`src/rtl/muxn_stage.sv`:
```
`default_nettype none
// ---------------------------------------------------------------------------
// muxn_stage : N-way W-bit operand selector, registered output, with direct
//              load and a valid/ready sequencer that steps through channels.
// Rev 1.0
// ---------------------------------------------------------------------------
module muxn_stage #(
  parameter int             W         = 32,
  parameter int             N         = 3,
  parameter int             SW        = 2,
  parameter logic [W-1:0]   RESET_VAL = '0
) (
  input  logic             clk,
  input  logic             reset_n,
  input  logic [N*W-1:0]   in_bus,
  input  logic [SW-1:0]    sel,
  input  logic             ld,
  input  logic             seq_start,
  input  logic             ready,
  input  logic             err_clr,
  output logic [W-1:0]     out,
  output logic             out_valid,
  output logic             last,
  output logic             busy,
  output logic             sel_err
);

  typedef enum logic [0:0] {
    ST_IDLE = 1'b0,
    ST_SEQ  = 1'b1
  } state_t;

  localparam logic [SW-1:0] C_LAST_IDX = SW'(N - 1);

  state_t          r_state, w_state_nxt;
  logic [SW-1:0]   r_idx, w_idx_nxt;
  logic [W-1:0]    r_out, w_out_nxt;
  logic            r_out_valid, w_out_valid_nxt;
  logic            r_last, w_last_nxt;
  logic            r_busy, w_busy_nxt;
  logic            r_sel_err, w_sel_err_nxt;
  logic            w_err_set;
  logic [SW-1:0]   w_pick_idx;
  logic [W-1:0]    w_pick_data;

  // One shared channel mux serves both direct loads and sequence beats.
  always_comb begin
    w_pick_data = '0;
    for (int i = 0; i < N; i++) begin
      if (w_pick_idx == SW'(i)) begin
        w_pick_data = in_bus[i*W +: W];
      end
    end
  end

  always_comb begin
    w_state_nxt     = r_state;
    w_idx_nxt       = r_idx;
    w_out_nxt       = r_out;
    w_out_valid_nxt = r_out_valid;
    w_last_nxt      = r_last;
    w_busy_nxt      = r_busy;
    w_err_set       = 1'b0;
    w_pick_idx      = r_idx + 1'b1;

    case (r_state)
      ST_IDLE: begin
        w_out_valid_nxt = 1'b0;
        w_last_nxt      = 1'b0;
        w_busy_nxt      = 1'b0;
        w_pick_idx      = seq_start ? '0 : sel;
        if (seq_start) begin
          w_out_nxt       = w_pick_data;
          w_idx_nxt       = '0;
          w_out_valid_nxt = 1'b1;
          w_busy_nxt      = 1'b1;
          w_last_nxt      = (N == 1);
          w_state_nxt     = ST_SEQ;
        end else if (ld) begin
          if (sel > C_LAST_IDX) begin
            w_err_set = 1'b1;
          end else begin
            w_out_nxt       = w_pick_data;
            w_out_valid_nxt = 1'b1;
          end
        end
      end

      ST_SEQ: begin
        if (ready) begin
          if (r_idx != C_LAST_IDX) begin
            w_idx_nxt       = r_idx + 1'b1;
            w_out_nxt       = w_pick_data;
            w_out_valid_nxt = 1'b1;
            w_last_nxt      = ((r_idx + 1'b1) == C_LAST_IDX);
          end else begin
            w_out_valid_nxt = 1'b0;
            w_last_nxt      = 1'b0;
            w_busy_nxt      = 1'b0;
            w_state_nxt     = ST_IDLE;
          end
        end
      end

      default: begin
        w_state_nxt = ST_IDLE;
      end
    endcase

    // A new error outranks a simultaneous clear.
    w_sel_err_nxt = w_err_set ? 1'b1 : (err_clr ? 1'b0 : r_sel_err);
  end

  always_ff @(posedge clk or negedge reset_n) begin
    if (!reset_n) begin
      r_state     <= ST_IDLE;
      r_idx       <= '0;
      r_out       <= RESET_VAL;
      r_out_valid <= 1'b0;
      r_last      <= 1'b0;
      r_busy      <= 1'b0;
      r_sel_err   <= 1'b0;
    end else begin
      r_state     <= w_state_nxt;
      r_idx       <= w_idx_nxt;
      r_out       <= w_out_nxt;
      r_out_valid <= w_out_valid_nxt;
      r_last      <= w_last_nxt;
      r_busy      <= w_busy_nxt;
      r_sel_err   <= w_sel_err_nxt;
    end
  end

  assign out       = r_out;
  assign out_valid = r_out_valid;
  assign last      = r_last;
  assign busy      = r_busy;
  assign sel_err   = r_sel_err;

endmodule
`default_nettype wire

```
`config.mk`:
```
export PLATFORM = sky130hd
export DESIGN_NAME = muxn_stage
export DESIGN_NICKNAME = d
export VERILOG_FILES = /design/src/rtl/muxn_stage.sv
export SDC_FILE = /design/constraint.sdc
export NUM_CORES = 1
export LEC_CHECK = 0
export BUFFER_PORTS_ARGS = -buffer_cell sky130_fd_sc_hd__clkbuf_2
export CAP_MARGIN = 10
export CORE_MARGIN = 1
export CORE_UTILIZATION = 41
export CTS_BUF_LIST = sky130_fd_sc_hd__clkbuf_2
export DETAILED_ROUTE_END_ITERATION = 7
export GPL_TIMING_DRIVEN = 1
export HOLD_SLACK_MARGIN = 0.12
export PLACE_DENSITY = 0.79
export SLEW_MARGIN = 20
export SYNTH_ARGS = -nofsm -noshare
export SYNTH_HDL_FRONTEND = slang
export SYNTH_SLANG_ARGS = --single-unit
```
`constraint.sdc`:
```
create_clock -name clk -period 1.9 [get_ports clk]
set_clock_uncertainty 0.1 [all_clocks]
set_input_delay 0.19 -clock clk [delete_from_list [all_inputs] [get_ports clk]]
set_output_delay 0.19 -clock clk [all_outputs]
set_load 0.02 [all_outputs]
```
==> results of run 1 <==
==> state kept, by name, indices dropped and copies added, names as in the netlist <==
register / flops
out_valid: 1
out: 32
sel_err: 1
r_idx: 2
r_state: 1
busy: 1
last: 1
==> worst paths after layout <==
kind | start | to | depth (start not counted)
max | r_idx[1] | out[10] | 6
min reg2reg | out[28] | out[28] | 2
max reg2reg | r_idx[1] | out[10] | 6
max in group asynchronous | reset_n | out[9] | 3
min in group asynchronous | reset_n | out[14] | 2
min | in_bus[27] | out[27] | 4
==> worst max-delay path, delay by kind of cell, from the launching register on <==
kind                       cells  cell delay (ns)
and+or+nand+nor                2             0.57
DFF                            1             0.46
adders and majority gates      1             0.28
AOI/OAI and AO/OA              2             0.24
buffers and inverters          1             0.17
==> power by group through the flow <==
stage                     logic (uW)  registers, uW  clock network [uW]
after floorplan                 2650           1890                   0
after global placement          3930           1450                   0
after detailed placement        4080           1480                   0
after CTS                       4380           1460                 393
after global routing            4850           1520                 420
final                           4490           1470                 378
==> routing by layer <==
layer	vias to the layer above	GRT usage, %	part of all wire [%]
li1	1362	-	-
met1	1332	31.52	36
met2	164	55.84	53
met3	38	7.176	6.8
met4	0	15.56	3.6
met5	-	0	0
==> repair_timing <==
| action | CTS | global route |
|---|---|---|
| hold buffers | 83 | 0 |
| buffers inserted | 2 | 1 |
| hold endpoints to repair | 62 | 0 |
| endpoints found under the setup margin | 31 | 31 |
| resized for setup | 5 | 5 |
| cloned | 1 | 0 |
| pin swaps | 3 | 3 |
==> kinds of logic (layout without fill, tap and decap cells) <==
family | Yosys count | in the layout | synth area share (%)
AND/OR/NAND/NOR | 89 | 90 | 18.86
AO/OA/AOI/OAI | 90 | 90 | 30.09
adder cells (fa/ha/maj) | 2 | 2 | 1.059
multiplexers | 1 | 1 | 0.4237
flip-flops | 39 | 39 | 41.31
buffers and inverters | 28 | 251 | 8.263
==> cell type report <==
| cell class | instances | share of cell area, % |
|---|---|---|
| repair buffers | 238 | 41.23 |
| well taps | 72 | 2.205 |
| flip-flops and latches | 39 | 23.92 |
| clock inverters | 3 | 0.3675 |
| multi-input cells | 183 | 31.21 |
| clock buffers | 5 | 0.6126 |
| inverters | 5 | 0.4594 |
==> cells in the final DEF, fill, tap and decap left out, drive strengths merged <==
master	netlist	layout
a21boi	3	3
a21oi	14	14
a22o	1	1
a22oi	18	18
a2bb2oi	1	1
a31o	1	1
a31oi	3	3
and2	1	2
and2b	1	1
and3	1	1
buf	17	16
clkbuf	6	144
clkinv	0	3
dfrtp	39	39
dlygate4sd3	0	83
ha	2	2
inv	5	5
mux2i	1	1
nand2	35	35
nand2b	3	3
nand3	1	1
nand3b	1	1
nand4b	1	1
nor2	21	21
nor2b	1	1
nor3b	1	1
nor4b	1	1
o21ai	3	3
o22a	1	1
o22ai	13	13
o2bb2ai	1	1
o31ai	31	31
or2	1	1
or3	18	18
or3b	2	2
==> Yosys cell counts, drive strengths merged, types with 2 or more instances <==
master / number
a31oi: 3
a22oi: 18
a21oi: 14
nor2: 21
or3b: 2
clkbuf: 6
o22ai: 13
nand2: 35
inv: 5
or3: 18
ha: 2
nand2b: 3
o31ai: 31
a21boi: 3
buf: 17
dfrtp: 39
o21ai: 3
==> stage by stage <==
stage / hold WS, ns / power [uW] / instances
floorplan: -0.2056 / 4549 / 249
global placement: 0.1227 / 5385 / 450
detailed placement: 0.1283 / 5555 / 450
CTS: 0.1225 / 6233 / 544
global route: 0.1402 / 6789 / 545
finish: 0.1398 / 6342 / 545
==> impl_metrics.py, run 1 <==
metrics = {
    "setup_path": {
        "cp_slowest_cell": "dfrtp_1",
        "critical_path_class": "flip-flop to flip-flop",
        "crit_chain": "ha_4 -> and2b_1 -> buf_4 -> or3_1 -> a22oi_2 -> o31ai_2",
        "max_stage_delay_ns": 0.46,
        "start_kind": "flip-flop",
        "crit_fanout": 9,
        "cp.required_ns": 2.11,
        "arrival_ns": 2.13,
        "cp-end-kind": "flip-flop",
        "worst-r2r-setup-slack_ns": -0.02,
    },
    "grt": {
        "grt_pass1_vias": 3056,
        "grt.total_usage_pct": 30.19,
        "antenna_found_initial": 0,
        "grt-ovfl-total": 0,
        "grt_max_degree": 35,
        "grt_pass1_wl_mm": 14.08,
    },
    "route": {
        "avgRoutedWirePerCell_um": 16.44,
        "drt_iter0_markers": 157,
        "num_vias": 2896,
        "drtAntennaViolNets": 0,
        "drt-total-wl_mm": 8.962,
        "via_per_inst": 5.314,
        "first_pass_iters": 4,
        "drc": 0,
    },
    "pwr": {
        "power.share.clock_pct": 6.0,
        "ir_drop_mv": 0.9584,
        "powerDensity_nw_per_um2": 1552,
        "power.switching_uw": 3112,
        "swShare_pct": 49.07,
        "p_seq_share_pct": 23.2,
        "power.internal_uw": 3230,
        "combPwrFrac_pct": 70.8,
        "leakage_uw": 0.002001,
    },
    "outcome": {
        "status": "complete, but fails checks",
        "violations": "negative setup slack",
    },
    "synth": {
        "syn_avg_cell_area_sq_um": 9.487,
        "synth_top_cell_area_share_pct": 41.31,
        "synth_edf_count": 0,
        "synth_seq_cells": 39,
        "synth_nets": 355,
        "synthTopCellsByArea": "dfrtp_1 (41%), o31ai_1 (8.9%), a22oi_2 (7.4%)",
        "yosysWarnings": 0,
        "netlist_instances": 249,
        "synth_area_sq_um": 2362,
        "ys_seq_area_share_pct": 41.31,
        "synthArstFlopShare_pct": 100.0,
        "synthFlopType": "dfrtp_1",
        "synth_top_area_cell": "dfrtp_1",
        "synthDistinctLibCells": 39,
    },
    "floorplanning": {
        "io_pins": 140,
        "num_rows": 27,
        "die_area_sq_um": 6069,
        "start_util_pct": 42.64,
        "die_y_um": 77.91,
        "fp.dieW_um": 77.91,
        "core_area_sq_um": 5540,
    },
    "clock_tree": {
        "clk_transition_reported_paths_ns": 0.23,
        "h-tree-depth": 2,
        "clockBufferDepth": 2,
        "numCtsBuffers": 5,
        "clock_latency_ns": 0.41,
        "cts-root-buf": "clkbuf_2",
        "clkSinkCount": 39,
        "cts_tree": "built",
    },
    "placed_design": {
        "post-place-ws_ns": -0.09215,
        "portBuffers": 139,
        "dpl.hpwl_mm": 5.044,
        "place_area_sq_um": 3133,
        "gp_congestion": 0.8075,
    },
    "cells_and_area": {
        "stdcell_area_sq_um": 4085,
        "drive_gt1_share_pct": 41.65,
        "multi_input_area_sq_um": 1275,
        "area_growth_syn_to_layout_pct": 72.93,
        "diodes": 0,
        "final_net_count": 578,
        "finish.utilization_pct": 73.74,
        "fillers": 423,
        "seq_area_sq_um": 977.2,
    },
    "sta": {
        "slew_violations": 0,
        "rsz0062_at_grt": "yes",
        "setup_slack_ns": -0.02025,
        "period_share_pct": 101.1,
        "setup_viol": 5,
        "worst_pin_slew_ns": 0.6276,
        "fin_crit_ns": 1.920,
        "relSlewSlack_pct": 58.16,
        "hold_viol_final": 0,
        "tns_ns": -0.04769,
        "fmax_mhz": 520.8,
    },
    "flow_run": {
        "drv_cap": 0,
    },
    "worst_hold_path": {
        "hold_path_class": "primary input to flip-flop",
    },
}
(Power assumes the default switching activity.)
==> run 2, diff against run 1 <==
--- a/config.mk
+++ b/config.mk
@@ -7,13 +7,15 @@
 export LEC_CHECK = 0
 export BUFFER_PORTS_ARGS = -buffer_cell sky130_fd_sc_hd__clkbuf_2
 export CAP_MARGIN = 10
+export CELL_PAD_IN_SITES_DETAIL_PLACEMENT = 1
+export CELL_PAD_IN_SITES_GLOBAL_PLACEMENT = 1
 export CORE_MARGIN = 1
-export CORE_UTILIZATION = 41
+export CORE_UTILIZATION = 29
 export CTS_BUF_LIST = sky130_fd_sc_hd__clkbuf_2
 export DETAILED_ROUTE_END_ITERATION = 7
 export GPL_TIMING_DRIVEN = 1
 export HOLD_SLACK_MARGIN = 0.12
-export PLACE_DENSITY = 0.79
+export PLACE_DENSITY_LB_ADDON = 0.1
 export SLEW_MARGIN = 20
 export SYNTH_ARGS = -nofsm -noshare
 export SYNTH_HDL_FRONTEND = slang
==> run 2 against run 1 <==
Largest power group unchanged. Highest routed layer unchanged. Sequential share of layout area shrank 1.1 points. Wire length grew 8.7%. The run still ends with negative setup slack left. Non-clock buffer count grew 9.
==> impl_metrics.py, run 2 (synthesis gave the netlist of run 1 again) <==
metrics = {
    "placed_design": {
        "dpl.hpwl_mm": 5.772,
        "portBuffers": 139,
        "gp_congestion": 0.7354,
        "post-place-cells": 485,
    },
    "sta": {
        "fmax_mhz": 519.4,
        "hold_viol_final": 0,
        "tns_ns": -0.02518,
        "period_share_pct": 101.3,
        "relSlewSlack_pct": 68.01,
        "slew_violations": 0,
        "fin_crit_ns": 1.925,
        "setup_viol": 1,
        "rsz0062_at_grt": "yes",
        "setup_slack_ns": -0.02518,
        "worst_pin_slew_ns": 0.4756,
    },
    "setup_path": {
        "worst-r2r-setup-slack_ns": -0.03,
        "critical_path_class": "flip-flop to flip-flop",
        "cp-end-kind": "flip-flop",
        "arrival_ns": 2.12,
        "cp.required_ns": 2.09,
        "crit_fanout": 12,
        "start_kind": "flip-flop",
    },
    "clock_tree": {
        "clock_latency_ns": 0.38,
        "clockBufferDepth": 2,
        "clkSinkCount": 39,
        "h-tree-depth": 2,
        "numCtsBuffers": 5,
        "clk_transition_reported_paths_ns": 0.21,
        "cts-root-buf": "clkbuf_2",
        "cts_tree": "built",
    },
    "cells_and_area": {
        "largest_reg_flops": 32,
        "final_net_count": 587,
        "final_cell_mix": "clkbuf_2 (144), dlygate4sd3_1 (86), dfrtp_1 (38)",
        "fillers": 943,
        "area_growth_syn_to_layout_pct": 81.14,
        "final_common_cell": "clkbuf_2",
        "seq_area_sq_um": 977.2,
        "diodes": 0,
        "instances_no_fill": 583,
        "multi_input_area_sq_um": 1305,
        "drive_gt1_share_pct": 43.45,
    },
    "pwr": {
        "ir_drop_mv": 0.9257,
        "powerDensity_nw_per_um2": 1575,
        "totalPowerFinal_uw": 6739,
        "leakage_uw": 0.002052,
    },
    "route": {
        "via_per_inst": 4.916,
        "dr.max_layer_used": "met4",
        "num_vias": 2866,
        "drt_iter0_markers": 116,
        "drc": 0,
        "drt-met1-wl_mm": 3.991,
        "route.met3.wl_um": 378,
        "met2WireLength_mm": 5.253,
        "drt-total-wl_mm": 9.740,
        "avgRoutedWirePerCell_um": 16.71,
        "first_pass_iters": 4,
        "drtAntennaViolNets": 0,
    },
    "floorplanning": {
        "die_y_um": 92.26,
        "io_pins": 140,
        "die_area_sq_um": 8511,
        "core_area_sq_um": 7807,
        "fp.dieW_um": 92.26,
        "num_rows": 32,
        "start_util_pct": 30.26,
    },
    "outcome": {
        "violations": "negative setup slack",
        "status": "complete, but fails checks",
    },
    "grt": {
        "grt-ovfl-total": 0,
        "antenna_found_initial": 0,
        "grt_pass1_wl_mm": 15.16,
        "grt_max_degree": 40,
        "grt.total_usage_pct": 22.88,
        "grt_pass1_vias": 3055,
    },
    "flow_run": {
        "drv_cap": 0,
    },
    "worst_hold_path": {
        "hold_path_class": "primary input to flip-flop",
    },
}
run 2: through the flow:
stage               hold WS, ns  area (sq um)  utilization (%)  setup slack (ns)
floorplan               -0.2056          2372                -          0.005876
finish                   0.1317          4279            54.81          -0.02518
CTS                      0.1236          4120            52.77         -0.003272
global placement        0.08931          3233            41.41           0.03594
detailed placement      0.08877          3233            41.41         -0.005513
global route             0.1284          4279            54.81          -0.08456
run 2: metal layers:
metal,track usage [%],vias up
met2,42.54,86
met3,3.151,11
met1,27.54,1389
met5,0,-
li1,-,1380
met4,5.599,0
run 2: worst max-delay path, cell delays in order (launching register included):
cell and delay [ns]:
dfrtp_1 0.42, inv_2 0.06, ha_4 0.26, and2b_2 0.23, buf_6 0.15, or3_1 0.35
a22oi_1 0.17, o31ai_1 0.10
run 2: final timing paths:
check	start	end	cells past startpoint
worst min-delay path	in_bus[7]	out[7]	4
worst max-delay path	r_idx[0]	out[30]	7
worst min register to register	out[25]	out[25]	2
max in group asynchronous	reset_n	r_state	3
min in group asynchronous	reset_n	out[13]	3
worst max register to register	r_idx[0]	out[30]	7
run 2: report_power, final:
part | internal (uW) | leakage, uW | switching, uW | total (uW)
logic | 2190 | 0.00155 | 2730 | 4920
registers | 1240 | 0.000479 | 228 | 1470
clock network | 77.9 | 0.0000262 | 280 | 358
total | 3510 | 0.00205 | 3230 | 6740
run 2: layout make-up:
| type | instances | area share [%] |
|---|---|---|
| clock buffers | 5 | 0.5848 |
| clock inverters | 2 | 0.2047 |
| inverters | 5 | 0.4386 |
| multi-input cells | 183 | 30.50 |
| flip-flops and latches | 39 | 22.84 |
| well taps | 102 | 2.982 |
| repair buffers | 247 | 42.46 |
run 2: timing repair:
action / in CTS / in global routing
endpoints found under the setup margin: 7 / 33
cloned: 1 / 1
hold buffers: 84 / 2
setup buffers: 0 / 3
gates resized for setup: 2 / 21
endpoints found under the hold margin: 76 / 2
pin swaps: 0 / 6
==> run 3, diff against run 2 <==
--- a/config.mk
+++ b/config.mk
@@ -15,7 +15,8 @@
 export DETAILED_ROUTE_END_ITERATION = 7
 export GPL_TIMING_DRIVEN = 1
 export HOLD_SLACK_MARGIN = 0.12
-export PLACE_DENSITY_LB_ADDON = 0.1
+export PLACE_DENSITY_LB_ADDON = 0.25
+export RECOVER_POWER = 100
 export SLEW_MARGIN = 20
 export SYNTH_ARGS = -nofsm -noshare
 export SYNTH_HDL_FRONTEND = slang
==> run 3 against run 2 <==
The run still ends with negative setup slack left. Global-route usage up 1.3 points. Hold slack gained 0.0039 ns. Clock-buffer cell count unchanged. Combinational power grew 4.5%. Fmax shrank 5.2%. Critical path depth stayed put. Sequential share of layout area down 0.18 points. Final area grew 0.67%. Critical endpoint is now out[2]. Largest power group unchanged.
==> impl_metrics.py, run 3 (synthesis gave the netlist of run 1 again) <==
metrics = {
    "cells_and_area": {
        "fillers": 930,
        "largest_reg_flops": 32,
        "area_growth_syn_to_layout_pct": 82.36,
        "drive_gt1_share_pct": 36.34,
        "final_net_count": 592,
        "final_cell_mix": "clkbuf_2 (107), dlygate4sd3_1 (86), dfrtp_1 (39)",
        "final_common_cell": "clkbuf_2",
        "finish.utilization_pct": 55.18,
        "instances_no_fill": 590,
    },
    "setup_path": {
        "cp-end-kind": "flip-flop",
        "start_kind": "flip-flop",
        "cp.required_ns": 2.13,
        "crit_buf_inv": 2,
        "path_depth": 7,
        "max_stage_delay_ns": 0.42,
        "cp_slowest_cell": "dfrtp_1",
        "crit_fanout": 9,
        "crit_family": "simple AND/OR/NAND/NOR gates",
        "crit_chain": "inv_2 -> ha_4 -> and2b_2 -> buf_4 -> or3_1 -> a22oi_1 -> o31ai_1",
        "critical_path_class": "flip-flop to flip-flop",
        "arrival_ns": 2.26,
        "r2r-end": "out[2]",
        "worst-r2r-setup-slack_ns": -0.13,
        "rr_worst_depth": 7,
        "rr_startpoint": "r_idx[0]",
    },
    "floorplanning": {
        "die_y_um": 92.26,
        "start_util_pct": 30.26,
        "core_area_sq_um": 7807,
        "fp.dieW_um": 92.26,
        "num_rows": 32,
        "io_pins": 140,
        "die_area_sq_um": 8511,
    },
    "route": {
        "drc": 0,
        "drt-total-wl_mm": 10.90,
        "drtAntennaViolNets": 0,
        "drt_iter0_markers": 120,
        "first_pass_iters": 4,
        "via_per_inst": 5.090,
        "avgRoutedWirePerCell_um": 18.47,
        "num_vias": 3003,
    },
    "sta": {
        "fin_crit_ns": 2.030,
        "setup_slack_ns": -0.1300,
        "worst_pin_slew_ns": 1.375,
        "slew_violations": 0,
        "hold_viol_final": 0,
        "fmax_mhz": 492.6,
        "relSlewSlack_pct": 8.315,
        "rsz0062_at_grt": "yes",
        "setup_viol": 20,
        "period_share_pct": 106.8,
    },
    "pwr": {
        "power.switching_uw": 3441,
        "powerDensity_nw_per_um2": 1660,
        "swShare_pct": 48.11,
        "power.internal_uw": 3711,
        "p_seq_share_pct": 20.7,
        "ir_drop_mv": 0.6870,
        "leakage_uw": 0.001979,
        "power.share.clock_pct": 7.4,
        "combPwrFrac_pct": 71.9,
    },
    "clock_tree": {
        "clock_latency_ns": 0.37,
        "cts_tree": "built",
        "cts-root-buf": "clkbuf_2",
        "clockBufferDepth": 2,
        "clkSinkCount": 39,
        "numCtsBuffers": 5,
        "clk_transition_reported_paths_ns": 0.25,
        "h-tree-depth": 2,
    },
    "outcome": {
        "violations": "negative setup slack",
        "status": "complete, but fails checks",
    },
    "placed_design": {
        "post-place-cells": 484,
        "dpl.hpwl_mm": 5.851,
        "gp_congestion": 0.8407,
        "portBuffers": 139,
    },
    "worst_hold_path": {
        "min_to": "out[4]",
        "hold_path_depth": 4,
        "hold_path_class": "primary input to flip-flop",
        "worstHoldStart": "in_bus[4]",
    },
    "flow_run": {
        "drv_cap": 0,
    },
    "grt": {
        "antenna_found_initial": 1,
        "grt_pass1_wl_mm": 15.97,
        "grt_pass1_vias": 3111,
        "grt-ovfl-total": 0,
        "grt_max_degree": 53,
        "grt.total_usage_pct": 24.20,
    },
}
## run 3: layout make-up
cell class / count / area [sq um] / share of cell area, %
clock inverters: 3 / 43.79 / 1.017
well taps: 102 / 127.6 / 2.963
repair buffers: 252 / 1807 / 41.94
clock buffers: 5 / 25.02 / 0.5809
multi-input cells: 183 / 1308 / 30.35
diodes: 1 / 2.502 / 0.05809
inverters: 5 / 18.77 / 0.4357
flip-flops and latches: 39 / 975.9 / 22.65
## run 3: worst reg2reg max path: cells and delay by family (launching register included)
| family | cells | cell delay [ns] |
|---|---|---|
| buffers and inverters | 2 | 0.25 |
| AND/OR/NAND/NOR | 2 | 0.62 |
| flip-flops | 1 | 0.42 |
| adder cells (fa/ha/maj) | 1 | 0.28 |
| AO/OA/AOI/OAI | 2 | 0.34 |
## run 3: timing repair
action	CTS	global route
resized for setup	3	15
cloned	1	2
hold buffers	85	1
setup endpoints to repair	23	30
pin swaps	1	6
setup buffers	1	7
hold endpoints to repair	76	1
## run 3: power by group through the flow
stage / logic (uW) / registers [uW] / clock network [uW]
2_1_floorplan: 2650 / 1890 / 0
3_3_place_gp: 4100 / 1450 / 0
3_5_place_dp: 4200 / 1470 / 0
4_1_cts: 4450 / 1460 / 552
5_1_grt: 5520 / 1530 / 579
6_report: 5140 / 1480 / 531
## run 3: worst max path at each step
stage,end,from
detailed placement,out[11],r_state
floorplan,out[10],r_idx[0]
global placement,out[11],r_idx[0]
global route,out[0],r_idx[0]
finish,out[2],r_idx[0]
CTS,out[11],r_idx[1]
## run 3: per-layer routing
layer	vias to the layer above	GRT usage [%]	share of wire, %
li1	1391	-	-
met3	23	3.814	4.2
met5	-	0	0
met2	107	43.72	53
met1	1482	28.77	40
met4	0	8.724	2.9
## run 3: metrics by stage
step                      TNS (ns)  power, uW  hold slack [ns]  area (sq um)  setup slack (ns)
after floorplan                  0       4549          -0.2056          2372          0.005876
after global placement           0       5556           0.1286          3201          0.008970
after detailed placement   -0.4196       5668           0.1349          3201          -0.07903
after CTS                 -0.02039       6460           0.1203          4158          -0.02039
after global routing        -1.581       7625           0.1335          4308           -0.1681
final                      -0.5758       7152           0.1356          4308           -0.1300
